==> config.mk <==
export PLATFORM = sky130hd
export DESIGN_NAME = dense_layer2_mac
export DESIGN_NICKNAME = d
export VERILOG_FILES = /design/src/rtl/dense_layer2_mac.sv
export SDC_FILE = /design/constraint.sdc
export NUM_CORES = 1
export LEC_CHECK = 0
export CAP_MARGIN = 20
export CELL_PAD_IN_SITES_DETAIL_PLACEMENT = 0
export CELL_PAD_IN_SITES_GLOBAL_PLACEMENT = 1
export CORE_AREA = 3 3 575 577
export DETAILED_ROUTE_END_ITERATION = 10
export DIE_AREA = 0 0 578 580
export HOLD_SLACK_MARGIN = 0.03
export PLACE_DENSITY_LB_ADDON = 0.2
export SKIP_CTS_REPAIR_TIMING = 1
export SYNTH_ARGS = -nofsm -noshare
export SYNTH_HDL_FRONTEND = slang
export SYNTH_SLANG_ARGS = --single-unit
==> constraint.sdc <==
create_clock -name clk -period 15.65 [get_ports clk]
set_input_delay 3.13 -clock clk [delete_from_list [all_inputs] [get_ports clk]]
set_output_delay 3.13 -clock clk [all_outputs]
set_load 0.01 [all_outputs]
==> src/rtl/dense_layer2_mac.sv <==
// Layer-2 dense stage: OUT_SIZE sequential dot products on one shared signed multiplier,
// each rescaled by SHIFT and saturated to OUT_W. Optional argmax enabled by `define ARGMAX_EN.
module dense_layer2_mac #(
   parameter int unsigned IN_SIZE  = 16,
   parameter int unsigned OUT_SIZE = 10,
   parameter int unsigned W        = 8,
   parameter int unsigned ACC_W    = 24,
   parameter int unsigned SHIFT    = 7,
   parameter int unsigned OUT_W    = 8
) (
   input  logic                            clk,
   input  logic                            rst,
   input  logic                            start,
   input  logic                            weights_valid,
   input  logic [IN_SIZE*OUT_SIZE*W-1:0]   weights,
   input  logic [IN_SIZE*W-1:0]            act_in,
   output logic [OUT_SIZE*OUT_W-1:0]       result,
   output logic [$clog2(OUT_SIZE)-1:0]     class_idx,
   output logic                            busy,
   output logic                            done
);

   localparam int unsigned I_W = $clog2(IN_SIZE);
   localparam int unsigned O_W = $clog2(OUT_SIZE);
   localparam logic signed [ACC_W-1:0] SAT_MAX = ACC_W'((2 ** (OUT_W - 1)) - 1);
   localparam logic signed [ACC_W-1:0] SAT_MIN = ~SAT_MAX;

   typedef enum logic [2:0] {S_IDLE, S_WAIT_W, S_MAC, S_STORE, S_DONE} state_t;

   state_t                    state_q, state_d;
   logic [IN_SIZE*W-1:0]      act_q, act_d;
   logic signed [ACC_W-1:0]   acc_q, acc_d;
   logic [I_W-1:0]            i_q, i_d;
   logic [O_W-1:0]            o_q, o_d;
   logic [OUT_SIZE*OUT_W-1:0] result_q, result_d;
   logic                      busy_q, busy_d;
   logic                      done_q, done_d;

   logic signed [W-1:0]       act_sel_c;
   logic signed [W-1:0]       w_sel_c;
   logic signed [2*W-1:0]     prod_c;
   logic signed [ACC_W-1:0]   shifted_c;
   logic signed [OUT_W-1:0]   sat_c;

   assign act_sel_c = act_q[int'(i_q)*W +: W];
   assign w_sel_c   = weights[(int'(o_q)*IN_SIZE + int'(i_q))*W +: W];
   assign prod_c    = act_sel_c * w_sel_c;
   assign shifted_c = acc_q >>> SHIFT;

   // Clamp the rescaled accumulator into the signed OUT_W range
   always_comb begin
      if (shifted_c > SAT_MAX)      sat_c = OUT_W'(SAT_MAX);
      else if (shifted_c < SAT_MIN) sat_c = OUT_W'(SAT_MIN);
      else                          sat_c = OUT_W'(shifted_c);
   end

`ifdef ARGMAX_EN
   logic signed [OUT_W-1:0] best_val_q, best_val_d;
   logic [O_W-1:0]          class_idx_q, class_idx_d;
`endif

   always_comb begin
      state_d  = state_q;
      act_d    = act_q;
      acc_d    = acc_q;
      i_d      = i_q;
      o_d      = o_q;
      result_d = result_q;
      busy_d   = (state_q == S_WAIT_W) || (state_q == S_MAC) || (state_q == S_STORE);
      done_d   = (state_q == S_DONE);
`ifdef ARGMAX_EN
      best_val_d  = best_val_q;
      class_idx_d = class_idx_q;
`endif
      case (state_q)
         S_IDLE, S_DONE: begin
            if (start) begin
               act_d    = act_in;
               acc_d    = '0;
               i_d      = '0;
               o_d      = '0;
               result_d = '0;
               done_d   = 1'b0;
`ifdef ARGMAX_EN
               best_val_d  = '0;
               class_idx_d = '0;
`endif
               state_d  = weights_valid ? S_MAC : S_WAIT_W;
            end
         end
         S_WAIT_W: begin
            if (weights_valid) state_d = S_MAC;
         end
         S_MAC: begin
            acc_d = acc_q + ACC_W'(prod_c);
            if (i_q == I_W'(IN_SIZE - 1)) begin
               i_d     = '0;
               state_d = S_STORE;
            end else begin
               i_d = i_q + I_W'(1);
            end
         end
         S_STORE: begin
            result_d[int'(o_q)*OUT_W +: OUT_W] = sat_c;
            acc_d = '0;
`ifdef ARGMAX_EN
            // Strict greater-than keeps the lower index on ties
            if ((o_q == '0) || (sat_c > best_val_q)) begin
               best_val_d  = sat_c;
               class_idx_d = o_q;
            end
`endif
            if (o_q == O_W'(OUT_SIZE - 1)) begin
               state_d = S_DONE;
            end else begin
               o_d     = o_q + O_W'(1);
               state_d = S_MAC;
            end
         end
         default: state_d = S_IDLE;
      endcase
   end

   always_ff @(posedge clk or posedge rst) begin
      if (rst) begin
         state_q  <= S_IDLE;
         act_q    <= '0;
         acc_q    <= '0;
         i_q      <= '0;
         o_q      <= '0;
         result_q <= '0;
         busy_q   <= 1'b0;
         done_q   <= 1'b0;
`ifdef ARGMAX_EN
         best_val_q  <= '0;
         class_idx_q <= '0;
`endif
      end else begin
         state_q  <= state_d;
         act_q    <= act_d;
         acc_q    <= acc_d;
         i_q      <= i_d;
         o_q      <= o_d;
         result_q <= result_d;
         busy_q   <= busy_d;
         done_q   <= done_d;
`ifdef ARGMAX_EN
         best_val_q  <= best_val_d;
         class_idx_q <= class_idx_d;
`endif
      end
   end

   assign result = result_q;
   assign busy   = busy_q;
   assign done   = done_q;
`ifdef ARGMAX_EN
   assign class_idx = class_idx_q;
`else
   assign class_idx = '0;
`endif

endmodule

==> flow_summary.json, run 1 <==
{
  "status": "finished, final reports clean",
  "num-fill-cells": 36800,
  "grt_setup_unrepaired": "no",
  "fin_skew_ns": 0.0262,
  "synthTopCellsByCount": "nand2_1 (538), mux4_2 (387), dfrtp_1 (245)",
  "crit_start": "weights[939]",
  "reg2reg_slack_ns": 5.83,
  "synth-simple-area-share_pct": 13.2,
  "drv_slew": 0,
  "row_count": 210,
  "port_buffers": 1493,
  "synthArstFlopShare_pct": 100,
  "finalNonFillerCells": 8101,
  "period_minus_slack_ns": 10.82,
  "cts_buffer_depth": 3,
  "drc": 0,
  "yosys-top-cells-area": "mux4_2 (35%), dfrtp_1 (24%), fa_1 (8.3%)",
  "via_per_inst": 3.20,
  "hold_viol_final": 0,
  "synth_seq_cells": 245,
  "synth_top_family_by_area": "multiplexers",
  "rr_endpoint": "acc_q[22]",
  "setup_viol": 0,
  "cts.clk_slew.worst_paths_ns": 0.06,
  "coreArea_mm2": 0.327,
  "drt_wl_total_mm": 241,
  "end_kind": "register",
  "dp_cells": 7981,
  "dp.final_hpwl_mm": 210,
  "crit_end": "acc_q[22]",
  "drt_iter0_drc": 1359,
  "syn_area_per_cell_um2": 11.1,
  "synth_warnings": 0,
  "fp.dieH_um": 580,
  "pin_count": 1498,
  "antenna_found_initial": 112,
  "fin_nets": 5254,
  "hp-class": "register to register",
  "reg2reg_depth": 26,
  "clock-root-buffer": "clkbuf_16",
  "synth.distinct_cells": 72,
  "synthMuxAreaShare_pct": 37.0,
  "r2r-start": "i_q[0]",
  "area_growth_pct": 85.6,
  "synth_top_area_share_pct": 34.8,
  "hold_start": "act_q[22]",
  "via_count": 25900,
  "htreeDepth": 2,
  "slew_headroom_pct": 32.4,
  "cts_sinks": 245,
  "cts_tree": "done",
  "tightest_slew_ns": 1.00,
  "synthCells": 2248,
  "grt_pass1_vias": 28900,
  "drive_gt1_share_pct": 14.8,
  "yosys_most_used_dff": "dfrtp_1",
  "synth_top_area_cell": "mux4_2",
  "seqCellArea_mm2": 0.00615,
  "fin_setup_tns_ns": 0,
  "utilization_pct": 14.2,
  "start_kind": "input port",
  "detail-route-antenna-nets": 0,
  "dieArea_mm2": 0.335,
  "cp_data_arrival_time_ns": 11.32,
  "start_util_pct": 7.67,
  "fmax_ghz": 0.0925,
  "critPathRequiredTime_ns": 16.15,
  "ys_seq_area_share_pct": 24.5,
  "synth_compound_area_share_pct": 7.59,
  "clk_latency_ns": 0.59,
  "grt_overflow_total": 0,
  "cts_inserted_buffers": 36,
  "grt_use_total_pct": 13.9,
  "yosysMostFrequentCell": "nand2_1",
  "crit_type": "input port to register",
  "synth_adder_area_share_pct": 11.4,
  "wl_per_cell_um": 29.8,
  "multi_input_area_mm2": 0.0176,
  "synth-edff-count": 0,
  "cap_violations": 0,
  "path_max_fanout": 8,
  "grt_max_degree": 114,
  "synth_area_mm2": 0.0250,
  "layout_worst_path_cycle_share_pct": 69.1,
  "grt_pass1_wl_mm": 308,
  "die_w_um": 578,
  "drt-pass1-iter-count": 5,
  "synth_xor_area_share_pct": 0.875,
  "gp_congestion": 0.807
}
==> stage by stage <==
stage	area, um2	setup slack (ns)	hold WS (ns)
after floorplan	25000	5.79	0.440
after global placement	45100	3.92	0.455
after detailed placement	45200	4.09	0.458
after CTS	46300	4.69	0.472
after global routing	46400	4.22	0.494
final	46500	4.83	0.465
==> layout by cell type, fill, tap and decap left out, drive strengths merged, types with 36 or more instances in the layout <==
master,Yosys,final
nand2,538,538
ha,62,62
mux2i,49,49
mux4,388,388
dfrtp,245,245
a21oi,39,39
a22oi,36,36
buf,90,69
fa,104,104
nor2,80,80
nand3,57,57
diode,0,57
clkdlybuf4s50,0,1493
inv,107,109
o21ai,138,138
clkbuf,87,50
==> cells by family (layout without fill, tap and decap cells) <==
| logic type | Yosys count | in the layout |
|---|---|---|
| and+or+nand+nor | 786 | 786 |
| buffers and inverters | 286 | 1733 |
| DFF | 245 | 245 |
| xor gates and xnor gates | 25 | 25 |
| adders and majority gates | 166 | 166 |
| other | 1 | 61 |
| AOI/OAI and AO/OA | 299 | 299 |
| muxes | 440 | 440 |
==> critical path, cell delays in order <==
cell and delay [ns]:
clkdlybuf4s50_1 0.45, mux4_2 0.49, nor2b_1 0.14, a211oi_1 0.48, buf_4 0.23, a31oi_1 0.11
a21oi_1 0.29, a21oi_1 0.10, nor2_1 0.69, nor3_1 0.23, fa_1 0.63, fa_1 0.89
inv_1 0.18, fa_1 0.51, inv_1 0.06, fa_1 0.44, ha_1 0.29, ha_1 0.25
or3_1 0.37, a2111oi_0 0.45, buf_4 0.21, nor2_1 0.07, a211oi_1 0.36, nand4b_1 0.14
o211ai_1 0.11
==> layer usage <==
metal  vias up  track usage (%)  part of all wire, %
li1      11300                -                    -
met1     13300             16.5                   40
met2      1009             25.4                   51
met3       187             3.91                  7.3
met4        52             1.28                 0.84
met5         -                0                 0.14
==> sequential cells by signal, summed over array words and instances (netlist names) <==
| register | flops |
|---|---|
| acc_q | 24 |
| act_q | 128 |
| busy | 1 |
| done | 1 |
| i_q | 4 |
| o_q | 4 |
| result | 80 |
| state_q | 3 |
==> area by class of cell <==
type	count	area share [%]
diodes	57	0.307
clock buffers	48	2.08
clock inverters	12	0.393
inverters	109	0.918
multi-input cells	1720	37.9
flip-flops and latches	245	13.2
well taps	4346	11.7
repair buffers	1564	33.4
==> how the worst min path moves through the flow <==
stage	slack (ns)	cells after the start	end
finish	0.47	2	act_q[22]
global route	0.49	2	act_q[85]
CTS	0.47	2	act_q[118]
detailed placement	0.46	2	act_q[118]
global placement	0.46	2	act_q[127]
floorplan	0.44	2	act_q[112]
Power of run 1 is left out: the tool's default activity adds up to more than one toggle a clock period on the data nets, which glitch-free logic cannot reach.
==> run 2: changes to the inputs <==
- CORE_AREA: 3 3 575 577 -> 3 3 577 579
- DIE_AREA: 0 0 578 580 -> 0 0 580 582
- clock period: 15.65 -> 10.95 ns (I/O delays scaled with it)
==> run 2 against run 1 <==
Via count grew 1.0%. Worst setup slack got worse by 3.4 ns. Worst hold slack gained 0.0044 ns. Global-route usage increased by 0.11 points. Critical path type unchanged. Die area rose by 0.69%. Final area is 1.0% higher. Critical endpoint is now acc_q[20]. Largest cell class unchanged. Final cell count up 0.72%.
==> flow_summary.json, run 2 (synthesized netlist as in run 1, its figures left out) <==
{
  "critPathRequiredTime_ns": 11.34,
  "layout_worst_path_cycle_share_pct": 87.0,
  "start_kind": "input port",
  "hold_start": "act_q[115]",
  "area_growth_pct": 87.5,
  "via_count": 26200,
  "drive_gt1_share_pct": 15.9,
  "htreeDepth": 2,
  "drt_iter0_drc": 1465,
  "grt_use_total_pct": 14.0,
  "fin_area_mm2": 0.0470,
  "placed_area_mm2": 0.0456,
  "port_buffers": 1493,
  "hold_end": "act_q[115]",
  "path_max_fanout": 5,
  "end_kind": "register",
  "period_minus_slack_ns": 9.53,
  "dp.final_hpwl_mm": 214,
  "antenna_found_initial": 128,
  "cp_data_arrival_time_ns": 9.92,
  "final.setup.worst_slack_ns": 1.42,
  "tightest_slew_ns": 1.36,
  "start_util_pct": 7.64,
  "dieArea_mm2": 0.338,
  "fin_setup_tns_ns": 0,
  "grt_setup_unrepaired": "no",
  "largest_register_ffs": 128,
  "detail-route-antenna-nets": 0,
  "rr_endpoint": "acc_q[20]",
  "grt_max_degree": 142,
  "num-fill-cells": 36900,
  "slew_headroom_pct": 8.57,
  "drc": 0,
  "cts_inserted_buffers": 36,
  "cap_violations": 0,
  "row_count": 210,
  "via_per_inst": 3.21,
  "regMostFlops": "act_q",
  "clock-root-buffer": "clkbuf_16",
  "drt_wl_total_mm": 245,
  "cts.clk_slew.worst_paths_ns": 0.06,
  "pin_count": 1498,
  "reg2reg_depth": 24,
  "place_ws_ns": 0.788,
  "hp-class": "register to register",
  "fmax_ghz": 0.105,
  "crit_type": "input port to register",
  "grt_pass1_vias": 28800,
  "clk_latency_ns": 0.57,
  "cts_sinks": 245,
  "drt-pass1-iter-count": 5,
  "drv_slew": 0,
  "status": "finished, final reports clean",
  "fp.dieH_um": 582,
  "wl_per_cell_um": 30.1,
  "hold_viol_final": 0,
  "cts_tree": "done",
  "cts_buffer_depth": 3,
  "cp_slowest_cell": "a221oi_1",
  "r2r-start": "i_q[1]",
  "gp_congestion": 0.832,
  "grt_overflow_total": 0,
  "hold_depth": 2,
  "path_common_cell": "fa_1",
  "fin_skew_ns": 0.0367,
  "layout_commonest_cell": "clkdlybuf4s50_1",
  "cpPeakStageDelay_ns": 0.73,
  "fin_nets": 5300,
  "final_cell_mix": "clkdlybuf4s50_1 (1,493), nand2_1 (537), mux4_2 (387), dfrtp_1 (238), o21ai_0 (131)",
  "crit_chain": "clkdlybuf4s50_1 > mux2i_1 > a221oi_1 > o21ai_0 > a21oi_1 > nor4_1 > o32a_1 > nand2b_1 > fa_1 > fa_1 > inv_1 > fa_1 > fa_1 > fa_1 > ha_1 > and2_1 > o21ai_0 > a21oi_1 > a2111oi_0 > buf_4 > o31ai_1 > a21oi_1 > xor2_1 > o21ai_0",
  "grt_pass1_wl_mm": 312,
  "die_w_um": 580,
  "reg2reg_slack_ns": 1.69,
  "setup_viol": 0,
  "coreArea_mm2": 0.328
}
[run 2: metal layers]
layer,part of all wire (%),GRT usage (%),up-vias
li1,-,-,11400
met1,40,16.5,13400
met2,51,25.7,1121
met3,7.3,4.21,205
met4,0.96,1.16,54
met5,0.14,0,-
[run 2: critical path: cells and delay by family]
family / cells / cell delay, ns
compound gates: 10 / 3.49
xor+xnor: 1 / 0.16
fa+ha+maj: 6 / 2.74
buf+inv: 3 / 0.73
mux: 1 / 0.11
simple gates: 3 / 0.50
[run 2: how the worst max path moves through the flow]
| stage | to | from | cells after the start | slack (ns) |
|---|---|---|---|---|
| after floorplan | acc_q[0] | rst | 1 | 2.03 |
| after global placement | acc_q[22] | weights[361] | 25 | 0.46 |
| after detailed placement | acc_q[22] | weights[777] | 26 | 0.79 |
| after CTS | acc_q[22] | weights[777] | 26 | 1.40 |
| after global routing | acc_q[22] | weights[82] | 23 | 0.96 |
| final | acc_q[20] | weights[919] | 24 | 1.42 |
[run 2: per-stage QoR]
stage,std cells,util (%),hold WS [ns]
after floorplan,2251,-,0.440
after global routing,8098,14.3,0.488
after global placement,8027,13.9,0.452
after CTS,8095,14.3,0.475
after detailed placement,8030,13.9,0.459
final,8159,14.3,0.470
[run 2: layout make-up]
class	instances	area, um2	share of cell area [%]
multi-input combinational	1720	17600	37.6
timing repair buffer	1610	15900	33.9
sequential	245	6150	13.1
tap	4346	5440	11.6
clock buffer	53	1050	2.23
inverter	109	427	0.909
clock inverter	12	179	0.381
antenna	64	160	0.341
Power of run 2 is left out for the same reason.
==> run 3: changes to the inputs <==
- GPL_TIMING_DRIVEN: default -> 0
- MAX_ROUTING_LAYER: default -> met4
==> run 3 against run 2 <==
Wire length rose by 21%. Sequential share of layout area shrank 0.20 points. Critical path type is now register to register. Worst hold slack better by 0.00095 ns. Clock skew is 0.012 ns lower. Flip-flop and latch count did not move. Critical path depth grew 3.
==> flow_summary.json, run 3 (synthesized netlist as in run 1, its figures left out) <==
{
  "cts_buffer_depth": 3,
  "start_kind": "register",
  "drt_iter0_drc": 1882,
  "cap_violations": 0,
  "rr_endpoint": "acc_q[22]",
  "via_per_inst": 3.32,
  "dieArea_mm2": 0.338,
  "final_cell_mix": "clkdlybuf4s50_1 (1,493), nand2_1 (538), mux4_2 (387), dfrtp_1 (245), o21ai_0 (130)",
  "port_buffers": 1493,
  "cts.clk_slew.worst_paths_ns": 0.07,
  "fin_skew_ns": 0.0246,
  "fin_area_mm2": 0.0475,
  "drt_wl_total_mm": 296,
  "drc": 0,
  "gp_congestion": 0.875,
  "layout_commonest_cell": "clkdlybuf4s50_1",
  "cts_tree": "done",
  "cp.depth": 27,
  "drt-pass1-iter-count": 6,
  "htreeDepth": 2,
  "reg2reg_slack_ns": 0.48,
  "cp_num_buf_inv": 8,
  "via_count": 27600,
  "clk_latency_ns": 0.58,
  "crit_type": "register to register",
  "dp.final_hpwl_mm": 262,
  "drive_gt1_share_pct": 15.7,
  "row_count": 210,
  "fin_nets": 5391,
  "critPathRequiredTime_ns": 11.43,
  "tightest_slew_ns": 1.21,
  "grt_use_total_pct": 17.5,
  "cp_data_arrival_time_ns": 10.96,
  "coreArea_mm2": 0.328,
  "path_common_cell": "fa_1",
  "wl_per_cell_um": 35.6,
  "fin_setup_tns_ns": 0,
  "finalNonFillerCells": 8308,
  "cp_slowest_cell": "fa_1",
  "hold_viol_final": 0,
  "pin_count": 1498,
  "grt_pass1_vias": 30000,
  "regMostFlops": "act_q",
  "utilization_pct": 14.5,
  "die_w_um": 580,
  "fp.dieH_um": 582,
  "grt_max_degree": 103,
  "dp_cells": 8124,
  "drv_slew": 0,
  "setup_viol": 0,
  "crit_start": "i_q[1]",
  "r2r-start": "i_q[1]",
  "end_kind": "register",
  "start_util_pct": 7.64,
  "status": "finished, final reports clean",
  "largest_register_ffs": 128,
  "seqCellArea_mm2": 0.00613,
  "cpPeakStageDelay_ns": 0.93,
  "cts_inserted_buffers": 34,
  "placed_area_mm2": 0.0460,
  "crit_end": "acc_q[22]",
  "grt_overflow_total": 0,
  "clock-root-buffer": "clkbuf_16",
  "grt_pass1_wl_mm": 365,
  "detail-route-antenna-nets": 0,
  "layout_worst_path_cycle_share_pct": 95.6,
  "multi_input_area_mm2": 0.0176,
  "reg2reg_depth": 27,
  "antenna_found_initial": 150,
  "path_max_fanout": 11,
  "slew_headroom_pct": 19.4,
  "period_minus_slack_ns": 10.47,
  "hp-class": "register to register",
  "area_growth_pct": 89.8,
  "fmax_ghz": 0.0955,
  "crit_family": "adder cells",
  "cts_sinks": 245,
  "num-fill-cells": 36900
}
[run 3: cell count changes in the layout (fill, tap and decap cells not counted), moves of 5 or more]
cell      change
buf_6        +16
buf_2        +37
buf_16        +8
diode_2      +63
buf_1         +5
buf_8        +15
clkbuf_2     +15
dfrtp_1       +7
nor2_4        -5
clkbuf_4      +9
dfrtp_4       -5
buf_4        -83
clkbuf_1     +65
[run 3: how the worst min path moves through the flow]
stage                     slack (ns)  depth (start not counted)  startpoint    endpoint
after detailed placement        0.46                          2   act_q[83]   act_q[83]
after global routing            0.49                          2   act_q[59]   act_q[59]
after CTS                       0.47                          2   act_q[83]   act_q[83]
final                           0.47                          2   act_q[83]   act_q[83]
after global placement          0.45                          2   act_q[83]   act_q[83]
after floorplan                 0.44                          2  act_q[112]  act_q[112]
[run 3: tightest hold or removal path, delay by kind of cell, from the launching register on]
family           cells  cell delay (ns)
DFF                  1             0.33
and+or+nand+nor      2             0.11
[run 3: cell type report]
type	count	area share [%]
Multi-Input combinational cell	1720	37.0
Timing Repair Buffer	1530	32.7
Sequential cell	245	12.9
Tap cell	4346	11.4
Clock buffer	47	2.08
Buffer	173	2.07
Inverter	109	0.877
Antenna cell	127	0.669
Clock inverter	11	0.216
[run 3: per-stage QoR]
stage | setup slack (ns) | hold slack (ns)
2_1_floorplan | 2.03 | 0.440
3_3_place_gp | -3.57 | 0.454
3_5_place_dp | -1.57 | 0.457
4_1_cts | -1.58 | 0.472
5_1_grt | -0.0277 | 0.489
6_report | 0.478 | 0.471
[run 3: metal layers]
| layer | global-route usage, % | part of all wire [%] | up-vias |
|---|---|---|---|
| li1 | - | - | 11700 |
| met1 | 20.7 | 40 | 14400 |
| met2 | 30.7 | 51 | 1304 |
| met3 | 4.20 | 7.4 | 162 |
| met4 | 2.07 | 1.4 | 0 |
| met5 | - | 0 | - |
Power of run 3 is left out for the same reason.
